**config.mk**
```make
export PLATFORM = sky130hd
export DESIGN_NAME = q65_bus_fabric_flat
export DESIGN_NICKNAME = d
export VERILOG_FILES = /design/src/rtl/q65_bus_pkg.sv /design/src/rtl/q65_bus_fabric_if.sv /design/src/rtl/q65_bus_segment.sv /design/src/rtl/q65_bus_fabric.sv /design/src/flat_wrapper.sv
export SDC_FILE = /design/constraint.sdc
export NUM_CORES = 1
export LEC_CHECK = 0
export CELL_PAD_IN_SITES_DETAIL_PLACEMENT = 1
export CELL_PAD_IN_SITES_GLOBAL_PLACEMENT = 1
export CORE_ASPECT_RATIO = 0.5
export CORE_MARGIN = 4
export CORE_UTILIZATION = 30
export CTS_CLUSTER_DIAMETER = 150
export CTS_CLUSTER_SIZE = 14
export DETAILED_ROUTE_END_ITERATION = 6
export GPL_ROUTABILITY_DRIVEN = 1
export PLACE_DENSITY_LB_ADDON = 0.3
export SYNTH_ARGS = -nofsm -noshare
export SYNTH_HDL_FRONTEND = slang
export SYNTH_SLANG_ARGS = --single-unit
export TNS_END_PERCENT = 10
```
**constraint.sdc**
```tcl
create_clock -name clk -period 4.8 [get_ports clk]
set_input_delay 0.96 -clock clk [delete_from_list [all_inputs] [get_ports clk]]
set_output_delay 0.96 -clock clk [all_outputs]
set_load 0.01 [all_outputs]
```
**src/rtl/q65_bus_pkg.sv**
```systemverilog
// Shared constants and helpers for the quasi6502 two-segment bus fabric.
// Pure declarations: no state, no latency.
// No flow control; helpers are combinational reductions.
package q65_bus_pkg;

    localparam int                   Q65_WIDTH     = 8;
    localparam logic [Q65_WIDTH-1:0] Q65_PRECHARGE = '1;

    // Upper bound on drivers per segment that the helpers can reduce over.
    localparam int                   MAX_DRV       = 32;

    // Wired-AND of one bit column: lane i contributes only when enabled.
    // With no lane enabled the column floats high (pull-up), hence 1.
    function automatic logic and_reduce_en(input logic [MAX_DRV-1:0] data,
                                           input logic [MAX_DRV-1:0] en,
                                           input int                 n);
        logic acc;
        acc = 1'b1;
        for (int i = 0; i < MAX_DRV; i++) begin
            if (i < n && en[i]) begin
                acc = acc & data[i];
            end
        end
        return acc;
    endfunction

    // True when at least two enable bits are set.
    function automatic logic popcount_ge2(input logic [MAX_DRV-1:0] en);
        logic seen;
        logic two;
        seen = 1'b0;
        two  = 1'b0;
        for (int i = 0; i < MAX_DRV; i++) begin
            if (en[i]) begin
                two  = two | seen;
                seen = 1'b1;
            end
        end
        return two;
    endfunction

endpackage

```
**src/rtl/q65_bus_fabric_if.sv**
```systemverilog
// Driver-side and consumer-side signal bundle of the bus fabric.
// Wiring only, zero latency.
// No backpressure: drivers are level enables, outputs are continuous.
interface q65_bus_fabric_if
    import q65_bus_pkg::*;
#(
    parameter int WIDTH  = Q65_WIDTH,
    parameter int NDRV_A = 4,
    parameter int NDRV_B = 4
) ();

    logic [NDRV_A*WIDTH-1:0] drv_a_data;
    logic [NDRV_A-1:0]       drv_a_en;
    logic [NDRV_B*WIDTH-1:0] drv_b_data;
    logic [NDRV_B-1:0]       drv_b_en;
    logic                    pass_ab;
    logic                    pass_ba;
    logic                    clear_contention;
    logic [WIDTH-1:0]        bus_a;
    logic [WIDTH-1:0]        bus_b;
    logic                    driven_a;
    logic                    driven_b;
    logic                    contention_a;
    logic                    contention_b;

    // Sources and control side
    modport master (
        output drv_a_data, drv_a_en, drv_b_data, drv_b_en,
        output pass_ab, pass_ba, clear_contention,
        input  bus_a, bus_b, driven_a, driven_b, contention_a, contention_b
    );

    // Fabric side
    modport slave (
        input  drv_a_data, drv_a_en, drv_b_data, drv_b_en,
        input  pass_ab, pass_ba, clear_contention,
        output bus_a, bus_b, driven_a, driven_b, contention_a, contention_b
    );

endinterface

```
**src/rtl/q65_bus_segment.sv**
```systemverilog
// One bus segment: local wired-AND resolution, bus-hold latch with decay, sticky contention flag.
// Resolution outputs are combinational; hold/flag state updates one edge later.
// No backpressure; final bus/driven/contention come back from the bridge logic.
module q65_bus_segment
    import q65_bus_pkg::*;
#(
    parameter int               WIDTH       = Q65_WIDTH,
    parameter int               NDRV        = 4,
    parameter int               HOLD_CYCLES = 4,
    parameter logic [WIDTH-1:0] PRECHARGE   = '1
) (
    input  logic                   clk,
    input  logic                   reset,
    input  logic [NDRV*WIDTH-1:0]  drv_data_i,
    input  logic [NDRV-1:0]        drv_en_i,
    input  logic                   clear_contention_i,
    input  logic [WIDTH-1:0]       bus_i,
    input  logic                   driven_i,
    input  logic                   cont_cond_i,
    output logic [WIDTH-1:0]       loc_val_o,
    output logic                   loc_any_o,
    output logic                   loc_ge2_o,
    output logic [WIDTH-1:0]       idle_val_o,
    output logic [WIDTH-1:0]       own_val_o,
    output logic                   contention_o
);

    // A zero hold still needs a one-bit counter that simply stays at zero.
    localparam int               CNT_W    = (HOLD_CYCLES < 1) ? 1 : $clog2(HOLD_CYCLES + 1);
    localparam logic [CNT_W-1:0] HOLD_MAX = CNT_W'(HOLD_CYCLES);

    logic [WIDTH-1:0]   hold_q, hold_d;
    logic [CNT_W-1:0]   cnt_q, cnt_d;
    logic               flag_q, flag_d;
    logic [MAX_DRV-1:0] en_wide;

    // Local wired-AND, resolved one bit column at a time
    always_comb begin
        logic [MAX_DRV-1:0] col;
        en_wide               = '0;
        en_wide[NDRV-1:0]     = drv_en_i;
        loc_val_o             = '1;
        col                   = '0;
        for (int b = 0; b < WIDTH; b++) begin
            col = '0;
            for (int i = 0; i < NDRV; i++) begin
                col[i] = drv_data_i[i*WIDTH + b];
            end
            loc_val_o[b] = and_reduce_en(col, en_wide, NDRV);
        end
        loc_any_o = |drv_en_i;
        loc_ge2_o = popcount_ge2(en_wide);
    end

    // Idle value decays to precharge once the hold window has run out
    always_comb begin
        idle_val_o = (cnt_q < HOLD_MAX) ? hold_q : PRECHARGE;
        own_val_o  = loc_any_o ? loc_val_o : idle_val_o;
    end

    // Next state: recapture on a driven cycle, otherwise age with saturation
    always_comb begin
        hold_d = hold_q;
        cnt_d  = cnt_q;
        flag_d = flag_q;
        if (driven_i) begin
            hold_d = bus_i;
            cnt_d  = '0;
        end else if (cnt_q < HOLD_MAX) begin
            cnt_d  = cnt_q + CNT_W'(1);
        end
        // A new contention event wins over a simultaneous clear
        if (cont_cond_i) begin
            flag_d = 1'b1;
        end else if (clear_contention_i) begin
            flag_d = 1'b0;
        end
    end

    // Hold latch, age counter and sticky flag
    always_ff @(posedge clk) begin
        if (reset) begin
            hold_q <= PRECHARGE;
            cnt_q  <= HOLD_MAX;
            flag_q <= 1'b0;
        end else begin
            hold_q <= hold_d;
            cnt_q  <= cnt_d;
            flag_q <= flag_d;
        end
    end

    assign contention_o = flag_q;

endmodule

```
**src/rtl/q65_bus_fabric.sv**
```systemverilog
// Two-segment wired-AND bus with A<->B bridge, merged mode, bus hold and contention tracking.
// Bus values and driven flags are combinational; hold and contention flags register on the edge.
// No backpressure: every enabled driver is resolved in the cycle it is enabled.
module q65_bus_fabric
    import q65_bus_pkg::*;
#(
    parameter int               WIDTH       = Q65_WIDTH,
    parameter int               NDRV_A      = 4,
    parameter int               NDRV_B      = 4,
    parameter int               HOLD_CYCLES = 4,
    parameter logic [WIDTH-1:0] PRECHARGE   = '1
) (
    input  logic           clk,
    input  logic           reset,
    q65_bus_fabric_if.slave bus_if
);

    logic [WIDTH-1:0] loc_a, loc_b, idle_a, idle_b, own_a, own_b;
    logic             any_a, any_b, ge2_a, ge2_b;
    logic [WIDTH-1:0] bus_a, bus_b;
    logic             driven_a, driven_b, cond_a, cond_b;
    logic             merged, total_ge2;

    q65_bus_segment #(
        .WIDTH(WIDTH), .NDRV(NDRV_A), .HOLD_CYCLES(HOLD_CYCLES), .PRECHARGE(PRECHARGE)
    ) u_seg_a (
        .clk                (clk),
        .reset              (reset),
        .drv_data_i         (bus_if.drv_a_data),
        .drv_en_i           (bus_if.drv_a_en),
        .clear_contention_i (bus_if.clear_contention),
        .bus_i              (bus_a),
        .driven_i           (driven_a),
        .cont_cond_i        (cond_a),
        .loc_val_o          (loc_a),
        .loc_any_o          (any_a),
        .loc_ge2_o          (ge2_a),
        .idle_val_o         (idle_a),
        .own_val_o          (own_a),
        .contention_o       (bus_if.contention_a)
    );

    q65_bus_segment #(
        .WIDTH(WIDTH), .NDRV(NDRV_B), .HOLD_CYCLES(HOLD_CYCLES), .PRECHARGE(PRECHARGE)
    ) u_seg_b (
        .clk                (clk),
        .reset              (reset),
        .drv_data_i         (bus_if.drv_b_data),
        .drv_en_i           (bus_if.drv_b_en),
        .clear_contention_i (bus_if.clear_contention),
        .bus_i              (bus_b),
        .driven_i           (driven_b),
        .cont_cond_i        (cond_b),
        .loc_val_o          (loc_b),
        .loc_any_o          (any_b),
        .loc_ge2_o          (ge2_b),
        .idle_val_o         (idle_b),
        .own_val_o          (own_b),
        .contention_o       (bus_if.contention_b)
    );

    // Bridge / merge mux and per-segment contention conditions
    always_comb begin
        merged    = bus_if.pass_ab & bus_if.pass_ba;
        total_ge2 = ge2_a | ge2_b | (any_a & any_b);
        bus_a     = own_a;
        bus_b     = own_b;
        driven_a  = any_a;
        driven_b  = any_b;
        if (merged) begin
            if (any_a | any_b) begin
                // Undriven side contributes all-ones, so this is the AND of all enabled lanes
                bus_a    = loc_a & loc_b;
                driven_a = 1'b1;
            end else begin
                bus_a    = idle_a & idle_b;
                driven_a = 1'b0;
            end
            bus_b    = bus_a;
            driven_b = driven_a;
        end else if (bus_if.pass_ab) begin
            bus_b    = any_b ? (own_a & loc_b) : own_a;
            driven_b = 1'b1;
        end else if (bus_if.pass_ba) begin
            bus_a    = any_a ? (own_b & loc_a) : own_b;
            driven_a = 1'b1;
        end
        // A segment receiving a pass counts its own single driver as a fight
        cond_a = ge2_a | (any_a & bus_if.pass_ba) | (merged & total_ge2);
        cond_b = ge2_b | (any_b & bus_if.pass_ab) | (merged & total_ge2);
    end

    assign bus_if.bus_a    = bus_a;
    assign bus_if.bus_b    = bus_b;
    assign bus_if.driven_a = driven_a;
    assign bus_if.driven_b = driven_b;

endmodule
```
**src/flat_wrapper.sv**
```systemverilog
// flat-port wrapper written by rule: the top's interface ports become plain ports
module q65_bus_fabric_flat import q65_bus_pkg::*;
#(
    parameter int               WIDTH       = Q65_WIDTH,
    parameter int               NDRV_A      = 4,
    parameter int               NDRV_B      = 4,
    parameter int               HOLD_CYCLES = 4,
    parameter logic [WIDTH-1:0] PRECHARGE   = '1
)
  (clk, reset, bus_if_drv_a_data, bus_if_drv_a_en, bus_if_drv_b_data, bus_if_drv_b_en, bus_if_pass_ab, bus_if_pass_ba, bus_if_clear_contention, bus_if_bus_a, bus_if_bus_b, bus_if_driven_a, bus_if_driven_b, bus_if_contention_a, bus_if_contention_b);
  q65_bus_fabric_if #(.WIDTH(WIDTH), .NDRV_A(NDRV_A), .NDRV_B(NDRV_B)) bus_if_i ();
  input  logic clk;
  input  logic reset;
  input wire logic [$bits(bus_if_i.drv_a_data)-1:0] bus_if_drv_a_data;
  input wire logic [$bits(bus_if_i.drv_a_en)-1:0] bus_if_drv_a_en;
  input wire logic [$bits(bus_if_i.drv_b_data)-1:0] bus_if_drv_b_data;
  input wire logic [$bits(bus_if_i.drv_b_en)-1:0] bus_if_drv_b_en;
  input wire logic [$bits(bus_if_i.pass_ab)-1:0] bus_if_pass_ab;
  input wire logic [$bits(bus_if_i.pass_ba)-1:0] bus_if_pass_ba;
  input wire logic [$bits(bus_if_i.clear_contention)-1:0] bus_if_clear_contention;
  output wire logic [$bits(bus_if_i.bus_a)-1:0] bus_if_bus_a;
  output wire logic [$bits(bus_if_i.bus_b)-1:0] bus_if_bus_b;
  output wire logic [$bits(bus_if_i.driven_a)-1:0] bus_if_driven_a;
  output wire logic [$bits(bus_if_i.driven_b)-1:0] bus_if_driven_b;
  output wire logic [$bits(bus_if_i.contention_a)-1:0] bus_if_contention_a;
  output wire logic [$bits(bus_if_i.contention_b)-1:0] bus_if_contention_b;
  assign bus_if_i.drv_a_data = bus_if_drv_a_data;
  assign bus_if_i.drv_a_en = bus_if_drv_a_en;
  assign bus_if_i.drv_b_data = bus_if_drv_b_data;
  assign bus_if_i.drv_b_en = bus_if_drv_b_en;
  assign bus_if_i.pass_ab = bus_if_pass_ab;
  assign bus_if_i.pass_ba = bus_if_pass_ba;
  assign bus_if_i.clear_contention = bus_if_clear_contention;
  assign bus_if_bus_a = bus_if_i.bus_a;
  assign bus_if_bus_b = bus_if_i.bus_b;
  assign bus_if_driven_a = bus_if_i.driven_a;
  assign bus_if_driven_b = bus_if_i.driven_b;
  assign bus_if_contention_a = bus_if_i.contention_a;
  assign bus_if_contention_b = bus_if_i.contention_b;
  q65_bus_fabric #(.WIDTH(WIDTH), .NDRV_A(NDRV_A), .NDRV_B(NDRV_B), .HOLD_CYCLES(HOLD_CYCLES), .PRECHARGE(PRECHARGE)) u_core (.clk(clk), .reset(reset), .bus_if(bus_if_i));
endmodule
```
### Word-level counts from Yosys, hierarchy flattened

Index checks and enable logic that the tools add are counted.

| storage, ports and cells | value |
|---|---|
| bits in registers | 24 |
| output and inout bits | 20 |
| word-level logic and storage cells | 189 |

| cells by class | value |
|---|---|
| add/subtract/negate cells | 2 |
| order comparisons | 2 |
| muxes and demuxes | 101 |
| bitwise operators | 68 |
| reduce and logical (&&, ||, !) cells | 8 |

Operators with widths:

| operator | count |
|---|---|
| $mux W8 | 12 |
| $mux W1 | 85 |
| $and A1 B1 Y1 | 53 |
| $and A8 B8 Y8 | 4 |
| $mux W3 | 4 |
| $or A1 B1 Y1 | 11 |
| $reduce_bool A2 Y1 | 4 |
| $reduce_or A4 Y1 | 2 |
| $add A3 B1 Y3 const B | 2 |
| $lt A3 B3 Y1 const B | 2 |
| $reduce_or A2 Y1 | 2 |

### Depth between registers and ports, before layout

| depth | value |
|---|---|
| depth in word-level cells | 13 |
| mapped depth | 8 |
| mapped depth without buffers | 6 |

### Cells and area by module

Synthesis repeated with hierarchy kept, for this count alone.

| second synthesis, totals | value |
|---|---|
| cells, all modules | 288 |
| area, all modules | 2,173.3 µm² |

Modules (own cells, without submodules):

| module | instances | cells each | area an instance (µm²) | sequential area each (µm²) |
|---|---|---|---|---|
| q65_bus_segment | 2 | 100 | 782.0 | 240.2 |
| q65_bus_fabric | 1 | 88 | 609.3 | 0.0 |

### Worst setup path after synthesis

No wires, ideal clock.

| path | value |
|---|---|
| path type | input to output |
| start point | in bus_if_drv_b_en[3] |
| end point | out bus_if_bus_a[6] |
| arrival time | 2.592 ns |
| setup slack | 1.248 ns |
| stages | 6 |
| path through | buf_2 > or4_1 > or3_1 > buf_6 > or3_4 > o211ai_2 |

| on the way | value |
|---|---|
| word-level cells in the longest chain between the ends | 7 |
| elaborated cells on any way between the ends | 11 |
| those cells by class | mux (7); bitwise (3); reduce/logical (1) |

Ends and longest elaborated chain:

| what | line | source |
|---|---|---|
| start, declared | flat_wrapper.sv:17 | `input wire logic [$bits(bus_if_i.drv_b_en)-1:0] bus_if_drv_b_en;` |
| $reduce_or A4 Y1 or $mux W1 (tied branches) | q65_bus_segment.sv:51, q65_bus_pkg.sv:20 |  |
| $mux W8 | q65_bus_segment.sv:58 | `own_val_o = loc_any_o ? loc_val_o : idle_val_o;` |
| $and A8 B8 Y8 | q65_bus_fabric.sv:85 | `bus_a = any_a ? (own_b & loc_a) : own_b;` |
| $mux W8 | q65_bus_fabric.sv:85 |  |
| $mux W8 | q65_bus_fabric.sv:84 | `end else if (bus_if.pass_ba) begin` |
| $mux W8 | q65_bus_fabric.sv:81 | `end else if (bus_if.pass_ab) begin` |
| $mux W8 * | q65_bus_fabric.sv:70 | `if (merged) begin` |
| end, declared | flat_wrapper.sv:21 | `output wire logic [$bits(bus_if_i.bus_a)-1:0] bus_if_bus_a;` |

Mark *: on every way between the ends. The rest lies on a longest branch, timed or not.

### Worst setup path in the final report

| path | value |
|---|---|
| start point | in bus_if_drv_b_en[2] |
| end point | out bus_if_bus_a[5] |

| on the way | value |
|---|---|
| word-level cells in the longest chain between the ends | 9 |
| elaborated cells on any way between the ends | 13 |
| those cells by class | mux (8); bitwise (4); reduce/logical (1) |

Ends and longest elaborated chain:

| what | line | source |
|---|---|---|
| $mux W1 | q65_bus_pkg.sv:20 | `if (i < n && en[i]) begin` |
| $and A1 B1 Y1 | q65_bus_pkg.sv:21 | `acc = acc & data[i];` |
| $mux W1 | q65_bus_pkg.sv:20 |  |
| $mux W8 | q65_bus_segment.sv:58 |  |
| $and A8 B8 Y8 | q65_bus_fabric.sv:85 |  |
| $mux W8 | q65_bus_fabric.sv:85 |  |
| $mux W8 | q65_bus_fabric.sv:84 |  |
| $mux W8 | q65_bus_fabric.sv:81 |  |
| $mux W8 * | q65_bus_fabric.sv:70 |  |

Marked as above.

==> reports/results.ini <==
[pwr]
p_leak_nw=1.20
comb_power_share=0.334
power_switching_uw=211
clkPwrFrac=0.342
power_frac_seq=0.324
finalPower_uw=724
sw_frac_of_total=0.292
power.density_mw_per_mm2=211
p_int_uw=513
ir_worst_vdd_uv=136

[clock_tree]
cts_tree=built
clock_sinks=24
cts_setup_buffers=0
clock_path_buffers=2
ctsHoldBuffers=0
htreeDepth=1
clock_latency_ns=0.26
root_buffer=clkbuf_16
clk_pin_slew_ns=0.07
cts_inserted_buffers=3
cts_resized=0

[floorplan]
num_io_pins=97
dieArea_mm2=0.00893
initial_core_util=0.320
chipWidth_um=130
rows=21
core_mm2=0.00694
die_height_um=68.8

[layout]
area_growth_pct=54.1
multi_input_area_mm2=0.00160
mostFrequentLayoutCells=clkdlybuf4s50_1 (96), nand2b_1 (48), nor3_1 (42)
fillers=863
antenna_cells=0
final_common_cell=clkdlybuf4s50_1
nets=485
regArea_um2=480
drive_gt1_frac=0.0741

[grt]
grt_use_total=0.224
grt_max_degree=26
grt_pass1_wl_mm=15.5
grt_pass1_vias=2970
antenna_found_initial=0
grt_overflow=0

[yosys]
syn_avg_cell_area_um2=7.12
synth-async-reset-ratio=0
synth_nets=391
synth_enable_flop_cells=0
yosys.area_share.simple=0.408
syn-cell-area_mm2=0.00222
ys_types=37
syn_inst=312
synthAdderAreaFrac=0.0248
synth_xor_area_frac=0.00789
synth_sequential_area_ratio=0.216
synth_top_family_by_area=simple AND/OR/NAND/NOR gates
synthFlopType=dfxtp_1
muxShareOfSynthArea=0.00901
ys_seq_elements=24
synth_compound_area_frac=0.269
yosys_warnings=0

[route]
num_vias=2903
dr.pass1.iters=5
routed_via_density=5.84
wl_per_cell_um=20.6
drc_errors=0
wirelength_mm=10.2
drt-initial-drc-count=203
ant_nets=0

[critical_path]
crit_slowest_cell=or4_1
critPathMaxStageDelay_ns=0.63
cp_max_fo=7
worstPathArrival_ns=3.55
required_ns=3.84
cp_cell_sequence=clkdlybuf4s50_1 > or4_1 > or3_1 > buf_4 > nor2_1 > nor2_1 > nand2_1 > clkdlybuf4s50_1
crit_type=in -> out
startpoint_type=input pin
end_kind=output port

[outcome]
status=complete, no violations

[timing]
setup_tns_ns=0
worst_pin_slew_ns=0.967
finalCritPeriodShare=0.939
clock.fmax_mhz=222
finalSetupViolCount=0
final_hold_viol_count=0
max_slew_margin=0.355
period_minus_slack_ns=4.51
grt_setup_unrepaired=no
skew_ns=0.00491
slew_viol_final=0

[run]
maxCapViolCount=0

[worst_hold_path]
hp-class=reg -> reg

[placement]
dp_hpwl_mm=7.72
io_buffer_count=96
place_congestion=0.862

synthesized netlist by cell type, types with 2 or more instances:
| cell | count | area share |
|---|---|---|
| nor3_1 | 42 | 0.095 |
| o22ai_1 | 7 | 0.020 |
| inv_1 | 7 | 0.012 |
| buf_6 | 2 | 0.010 |
| dfxtp_1 | 24 | 0.22 |
| a32oi_1 | 8 | 0.032 |
| nor2_1 | 39 | 0.066 |
| nor4_1 | 7 | 0.020 |
| nand2_1 | 15 | 0.025 |
| or3_1 | 9 | 0.025 |
| maj3_1 | 3 | 0.014 |
| nor4_4 | 2 | 0.019 |
| clkbuf_1 | 19 | 0.032 |
| o31a_1 | 9 | 0.035 |
| mux2i_1 | 2 | 0.0090 |
| o2111ai_1 | 14 | 0.055 |
| a311o_1 | 7 | 0.032 |
| o2111a_1 | 2 | 0.010 |
| ha_1 | 2 | 0.011 |
| buf_2 | 4 | 0.0090 |
| xor2_1 | 2 | 0.0079 |
| o21ai_0 | 11 | 0.025 |
| or2b_1 | 2 | 0.0068 |
| nand2b_1 | 48 | 0.14 |
| a21oi_1 | 13 | 0.029 |
logic make-up after synthesis:
group,after synthesis
AOI/OAI and AO/OA,78
buffers and inverters,33
DFF,24
and+or+nand+nor,168
muxes,2
xor gates and xnor gates,2
adders and majority gates,5
cell type report:
cell class,count,share of cell area
clock buffers,3,0.0219
well taps,92,0.0336
flip-flops and latches,24,0.140
multi-input cells,255,0.466
clock inverters,1,0.00877
inverters,8,0.00877
repair buffers,114,0.320
power by group through the flow:
| stage | logic [mW] | clock network, mW | registers [mW] |
|---|---|---|---|
| after floorplan | 0.112 | 0 | 0.229 |
| after global placement | 0.231 | 0 | 0.236 |
| after detailed placement | 0.238 | 0 | 0.238 |
| after CTS | 0.241 | 0.251 | 0.234 |
| after global routing | 0.260 | 0.262 | 0.237 |
| final | 0.242 | 0.247 | 0.235 |
path summary, 6_finish.rpt:
check	from	to	slack, ns	depth (start not counted)
hold reg to reg	u_core.u_seg_a.contention_o$_SDFFE_PP0P_	u_core.u_seg_a.contention_o$_SDFFE_PP0P_	0.55	2
hold / removal	u_core.u_seg_a.contention_o$_SDFFE_PP0P_	u_core.u_seg_a.contention_o$_SDFFE_PP0P_	0.55	2
setup reg to reg	u_core.u_seg_a.cnt_q[2]$_SDFFE_PP1P_	u_core.u_seg_b.hold_q[6]$_SDFFE_PP1N_	2.84	5
setup / recovery	bus_if_drv_b_en[2]	bus_if_bus_a[5]	0.29	8
registers in the layout, indices dropped and copies added (netlist names):
| name | flops |
|---|---|
| u_core.u_seg_a.cnt_q | 3 |
| u_core.u_seg_a.contention_o | 1 |
| u_core.u_seg_a.hold_q | 8 |
| u_core.u_seg_b.cnt_q | 3 |
| u_core.u_seg_b.contention_o | 1 |
| u_core.u_seg_b.hold_q | 8 |
per-stage QoR:
step,cell area (um2),utilization,cells,hold WS (ns),worst slack (ns)
detailed placement,3320,0.478,493,0.518,0.387
floorplan,2220,-,312,0.504,1.25
CTS,3420,0.494,497,0.536,0.309
finish,3420,0.494,497,0.545,0.292
global route,3420,0.494,497,0.580,0.202
global placement,3320,0.478,493,0.513,0.420
critical path, delay by kind of cell:
kind | cells | cell delay (ns)
and+or+nand+nor | 5 | 1.42
buffers and inverters | 3 | 1.16
metal layers:
layer / part of all wire / wire length (um) / vias to the layer above / track usage
met2: 0.44 / 4530 / 161 / 0.372
met3: 0.11 / 1140 / 28 / 0.0692
met4: 0.025 / 253 / 0 / 0.0790
met5: 0 / 0 / - / 0
li1: - / - / 1346 / -
met1: 0.42 / 4300 / 1368 / 0.279
No activity file was read; power rests on OpenSTA's default activity.
